### config.mk
export PLATFORM = sky130hd
export DESIGN_NAME = debug_access_port
export DESIGN_NICKNAME = d
export VERILOG_FILES = /design/src/rtl/debug_access_port.sv
export SDC_FILE = /design/constraint.sdc
export NUM_CORES = 1
export LEC_CHECK = 0
export BUFFER_PORTS_ARGS = -buffer_cell sky130_fd_sc_hd__buf_2
export CORE_ASPECT_RATIO = 0.75
export CORE_MARGIN = 2
export CORE_UTILIZATION = 49
export CTS_CLUSTER_SIZE = 10
export DETAILED_ROUTE_END_ITERATION = 8
export GPL_TIMING_DRIVEN = 0
export PLACE_DENSITY = 0.89
export RECOVER_POWER = 50
export SYNTH_ARGS = -nofsm -noshare
export SYNTH_HDL_FRONTEND = slang
export SYNTH_SLANG_ARGS = --single-unit
### constraint.sdc
create_clock -name CLK -period 4.4 [get_ports CLK]
set_input_delay 0.44 -clock CLK [delete_from_list [all_inputs] [get_ports CLK]]
set_output_delay 0.44 -clock CLK [all_outputs]
set_load 0.01 [all_outputs]
### src/rtl/debug_access_port.sv
// Debug responder: halts the core, performs one register-file or data-memory word access, returns a response.
// All outputs registered; one request outstanding; response held until resp_ready.
module debug_access_port #(
  parameter int MEM_BYTES    = 1024,
  parameter int HALT_TIMEOUT = 16
) (
  input  logic        CLK,
  input  logic        Reset_n,
  input  logic        req_valid,
  output logic        req_ready,
  input  logic        req_write,
  input  logic        req_space,
  input  logic [31:0] req_addr,
  input  logic [31:0] req_wdata,
  output logic        resp_valid,
  input  logic        resp_ready,
  output logic [31:0] resp_rdata,
  output logic        resp_err,
  output logic        halt_req,
  input  logic        halted,
  output logic [4:0]  rf_addr,
  output logic        rf_we,
  output logic [31:0] rf_wdata,
  input  logic [31:0] rf_rdata,
  output logic [31:0] mem_addr,
  output logic        mem_we,
  output logic [31:0] mem_wdata,
  input  logic [31:0] mem_rdata
);

  localparam int              CW       = $clog2(HALT_TIMEOUT + 1);
  localparam logic [CW-1:0]   TMO      = CW'(HALT_TIMEOUT);
  localparam logic [31:0]     MEM_LAST = 32'(MEM_BYTES - 4);

  typedef enum logic [2:0] {
    IDLE      = 3'd0,
    HALT_WAIT = 3'd1,
    ACCESS    = 3'd2,
    MEM_WAIT  = 3'd3,
    RESP      = 3'd4
  } state_t;

  state_t        state_q, state_d;
  logic [CW-1:0] cnt_q, cnt_d;
  logic          write_q, write_d;
  logic          space_q, space_d;
  logic [4:0]    rf_addr_q, rf_addr_d;
  logic [31:0]   mem_addr_q, mem_addr_d;
  logic [31:0]   wdata_q, wdata_d;
  logic          req_ready_q, req_ready_d;
  logic          resp_valid_q, resp_valid_d;
  logic [31:0]   resp_rdata_q, resp_rdata_d;
  logic          resp_err_q, resp_err_d;
  logic          halt_req_q, halt_req_d;
  logic          rf_we_q, rf_we_d;
  logic          mem_we_q, mem_we_d;
  logic          req_err;

  always_comb begin
    req_err = 1'b0;
    if (!req_space) begin
      req_err = (req_addr > 32'd31);
    end else begin
      req_err = (req_addr[1:0] != 2'b00) || (req_addr > MEM_LAST);
    end
  end

  always_comb begin
    state_d      = state_q;
    cnt_d        = cnt_q;
    write_d      = write_q;
    space_d      = space_q;
    rf_addr_d    = rf_addr_q;
    mem_addr_d   = mem_addr_q;
    wdata_d      = wdata_q;
    req_ready_d  = req_ready_q;
    resp_valid_d = resp_valid_q;
    resp_rdata_d = resp_rdata_q;
    resp_err_d   = resp_err_q;
    halt_req_d   = halt_req_q;
    rf_we_d      = 1'b0;
    mem_we_d     = 1'b0;

    unique case (state_q)
      IDLE: begin
        if (req_valid && req_ready_q) begin
          write_d      = req_write;
          space_d      = req_space;
          rf_addr_d    = req_addr[4:0];
          mem_addr_d   = {req_addr[31:2], 2'b00};
          wdata_d      = req_wdata;
          req_ready_d  = 1'b0;
          resp_rdata_d = 32'd0;
          if (req_err) begin
            state_d      = RESP;
            resp_valid_d = 1'b1;
            resp_err_d   = 1'b1;
          end else begin
            state_d    = HALT_WAIT;
            halt_req_d = 1'b1;
            cnt_d      = '0;
          end
        end
      end
      HALT_WAIT: begin
        // Strobes are launched here so they land in the ACCESS cycle, after halt is confirmed.
        if (halted) begin
          state_d = ACCESS;
          if (write_q) begin
            if (space_q)                mem_we_d = 1'b1;
            else if (rf_addr_q != 5'd0) rf_we_d  = 1'b1;
          end
        end else if (cnt_q == TMO) begin
          state_d      = RESP;
          resp_valid_d = 1'b1;
          resp_err_d   = 1'b1;
        end else begin
          cnt_d = cnt_q + 1'b1;
        end
      end
      ACCESS: begin
        if (space_q && !write_q) begin
          state_d = MEM_WAIT;
        end else begin
          state_d      = RESP;
          resp_valid_d = 1'b1;
          if (!space_q && !write_q) begin
            resp_rdata_d = (rf_addr_q == 5'd0) ? 32'd0 : rf_rdata;
          end
        end
      end
      MEM_WAIT: begin
        state_d      = RESP;
        resp_valid_d = 1'b1;
        resp_rdata_d = mem_rdata;
      end
      RESP: begin
        if (resp_ready) begin
          state_d      = IDLE;
          resp_valid_d = 1'b0;
          resp_rdata_d = 32'd0;
          resp_err_d   = 1'b0;
          halt_req_d   = 1'b0;
          req_ready_d  = 1'b1;
        end
      end
      default: begin
        state_d     = IDLE;
        req_ready_d = 1'b1;
        halt_req_d  = 1'b0;
      end
    endcase
  end

  always_ff @(posedge CLK or negedge Reset_n) begin
    if (!Reset_n) begin
      state_q      <= IDLE;
      cnt_q        <= '0;
      write_q      <= 1'b0;
      space_q      <= 1'b0;
      rf_addr_q    <= 5'd0;
      mem_addr_q   <= 32'd0;
      wdata_q      <= 32'd0;
      req_ready_q  <= 1'b1;
      resp_valid_q <= 1'b0;
      resp_rdata_q <= 32'd0;
      resp_err_q   <= 1'b0;
      halt_req_q   <= 1'b0;
      rf_we_q      <= 1'b0;
      mem_we_q     <= 1'b0;
    end else begin
      state_q      <= state_d;
      cnt_q        <= cnt_d;
      write_q      <= write_d;
      space_q      <= space_d;
      rf_addr_q    <= rf_addr_d;
      mem_addr_q   <= mem_addr_d;
      wdata_q      <= wdata_d;
      req_ready_q  <= req_ready_d;
      resp_valid_q <= resp_valid_d;
      resp_rdata_q <= resp_rdata_d;
      resp_err_q   <= resp_err_d;
      halt_req_q   <= halt_req_d;
      rf_we_q      <= rf_we_d;
      mem_we_q     <= mem_we_d;
    end
  end

  assign req_ready  = req_ready_q;
  assign resp_valid = resp_valid_q;
  assign resp_rdata = resp_rdata_q;
  assign resp_err   = resp_err_q;
  assign halt_req   = halt_req_q;
  assign rf_addr    = rf_addr_q;
  assign rf_we      = rf_we_q;
  assign rf_wdata   = wdata_q;
  assign mem_addr   = mem_addr_q;
  assign mem_we     = mem_we_q;
  assign mem_wdata  = wdata_q;

endmodule

==> results.md <==
- Synth area leaders: dfrtp_1 (53%), nand2_1 (14%), mux2_4 (6.6%), buf_4 (5.6%), a22o_1 (4.3%)
- Synth Cell Area: 5271 sq um
- Routability congestion estimate from global placement: 0.9033
- F_max: 0.3658 GHz
- Cell with the most instances after synthesis: nand2_1
- WP data arrival: 2.54 ns
- Die height: 93.83 um
- Num CTS Buffers: 9
- Hold_ws: 0.2761 ns
- Worst Max-Slew Pin Slew: 2.965 ns
- Worst-skew pair later-pin latency: 0.35 ns
- Core area: 10370 sq um
- CP Launch Type: input port
- Area leader, netlist: dfrtp_1
- Grt ovf: 0
- Worst-path clk slew: 0.07 ns
- Setup TNS: 0 ns
- Power density over the cells: 543.6 nW/um^2
- Min cycle time layout: 2.733 ns
- Post-route setup slack: 1.667 ns
- Final core occ: 67.92%
- # port buffers: 270
- First drt pass iteration count: 5
- Sequential area share after synthesis: 53.19%
- Final Hold Fails: 0
- Dominant synthesized flop cell: dfrtp_1
- Reg2Reg Depth: 6
- Hold crit path type: in2reg
- Slew Limit Fails: 54
- Syn avg cell area: 9.835 sq um
- Buffer count from post-CTS setup fixing: 0
- Initial Util: 50.83%
- Initial antenna violation count: 1
- Worst path cell trace: clkbuf_1
- Unrepaired setup endpoints after global routing: false
- Final nets: 956
- Placed cell count: 944
- Total Routed Length: 14520 um
- Clock buffer depth: 2
- Tot GR Track Use: 24.97%
- Ys Warns: 0
- CTS-repair resized insts: 0
- P_leak: 3.814 nW
- EDFF count, synth: 0
- Max_slew headroom: -97.68%
- DRT iter0 DRCs: 321
- I/O pin total: 274
- Cells after synthesis: 536
- Die Area: 11610 sq um
- DIE WIDTH: 123.8 um
- Hold depth: 3
- Synth Register Bits: 112
- CP Depth: 1
- First-pass GRT wire length: 22410 um
- VDD IR max: 0.2900 mV
- Violated checks: max-capacitance violations, max-slew violations
- Post-CTS Hold Buffers: 0
- Clock root cell: clkbuf_16
- Outcome: complete, but fails checks
- Setup crit end kind: async pin
- Final non-filler cell total: 960
- Htree depth: 3
- Place WS: 1.998 ns
- Post-DP HPWL: 11170 um
- # Max-Cap Violations: 1
- Area growth syn-to-layout: 33.61%
- Largest net degree at the start of global routing: 60
- Critical path buffer and inverter count: 1
- Final setup fails: 0
- Slowest cell on the critical path: clkbuf_1
- Final ANT Viol Nets: 0
- Worst-case clock skew: 0.007853 ns
- Routed WL per cell: 15.13 um
- Yosys top cell area share: 52.69%
- Critical path's top delay family: buffers and inverters
- Ant diodes: 0
- Layout cell share with drive strength beyond 1: 36.53%
- Synth async-reset ratio: 100.0%
- Vias in the first global route: 4479
- CTS Sinks: 112
- Critical Path Max Stage Delay: 2.05 ns
- Max FO, Critical Path: 54
- Req. time, crit path: 4.20 ns
- Tcrit/Tclk final: 62.12%
- # rows: 32
- Via density: 5.056
- Netlist cell types: 51
- Via count: 4854
- Synth cell count leaders: nand2_1 (203), dfrtp_1 (111), buf_4 (39)
- TritonCTS clock tree: built
- Drt drc: 0
- Crit path kind: in2async
==> cell usage in the layout, fill, tap and decap left out, types with 3 or more instances in the layout <==
cell,instances
nor2_1,8
a22oi_1,7
dfrtp_1,111
or3_1,3
nor3_1,3
o21ai_0,4
nor4_1,8
a311oi_1,3
mux2_4,23
nand2_1,203
buf_2,209
inv_1,13
nand3_1,3
a22o_1,26
buf_4,39
buf_6,3
a31oi_1,3
clkbuf_1,85
o22ai_1,7
a21oi_1,4
clkbuf_16,9
==> routing by layer <==
metal,global-route usage (%),share of wire [%],vias up
li1,-,-,2322
met3,6.311,7.4,28
met5,0,0.096,-
met2,41.62,50,182
met4,8.049,2.1,2
met1,31.94,41,2320
==> per-stage QoR <==
step / total power (W) / area, sq um
floorplan: 0.002395 / 5275
finish: 0.003829 / 7043
global placement: 0.003001 / 6797
CTS: 0.003896 / 7132
detailed placement: 0.003059 / 6827
global route: 0.004099 / 7043
==> registers in the layout, summed over array words and instances (netlist names) <==
register	count
cnt_q	5
halt_req	1
mem_addr	28
mem_wdata	32
mem_we	1
req_ready	1
resp_err	1
resp_rdata	32
resp_valid	1
rf_addr	4
rf_we	1
space_q	1
state_q	3
write_q	1
==> kinds of logic after synthesis <==
| kind of cell | after synthesis | share of synthesized area [%] |
|---|---|---|
| AO/OA/AOI/OAI | 69 | 10.25 |
| AND/OR/NAND/NOR | 247 | 19.82 |
| flip-flops | 112 | 53.19 |
| other | 1 | 0.07114 |
| multiplexers | 26 | 7.168 |
| adder cells (fa/ha/maj) | 2 | 0.4746 |
| buffers and inverters | 79 | 9.020 |
==> cell type report <==
type                    count  area (sq um)
clock inverters             7         80.08
flip-flops and latches    112          2804
inverters                  13         48.80
repair buffers            271          1292
multi-input cells         346          1996
plain buffers              66         426.7
clock buffers               9         225.2
fillers                   895          3327
well taps                 136         170.2
==> final timing paths <==
| kind | slack [ns] | from | endpoint |
|---|---|---|---|
| min | 0.28 | req_wdata[18] | mem_wdata[18] |
| min in group asynchronous | 1.04 | Reset_n | mem_addr[24] |
| min reg2reg | 0.48 | mem_addr[24] | mem_addr[24] |
| max | 1.67 | Reset_n | resp_rdata[3] |
| max in group CLK | 1.94 | state_q[0] | cnt_q[3] |
| max reg2reg | 1.94 | state_q[0] | cnt_q[3] |
==> report_power, final <==
| group | leakage, nW | internal [W] | switching [W] | total (W) |
|---|---|---|---|---|
| logic | 2.21 | 0.000658 | 0.000789 | 0.00145 |
| registers | 1.45 | 0.00132 | 0.000226 | 0.00155 |
| clock network | 0.148 | 0.000449 | 0.000382 | 0.000831 |
Power figures use the tool's default switching activity.
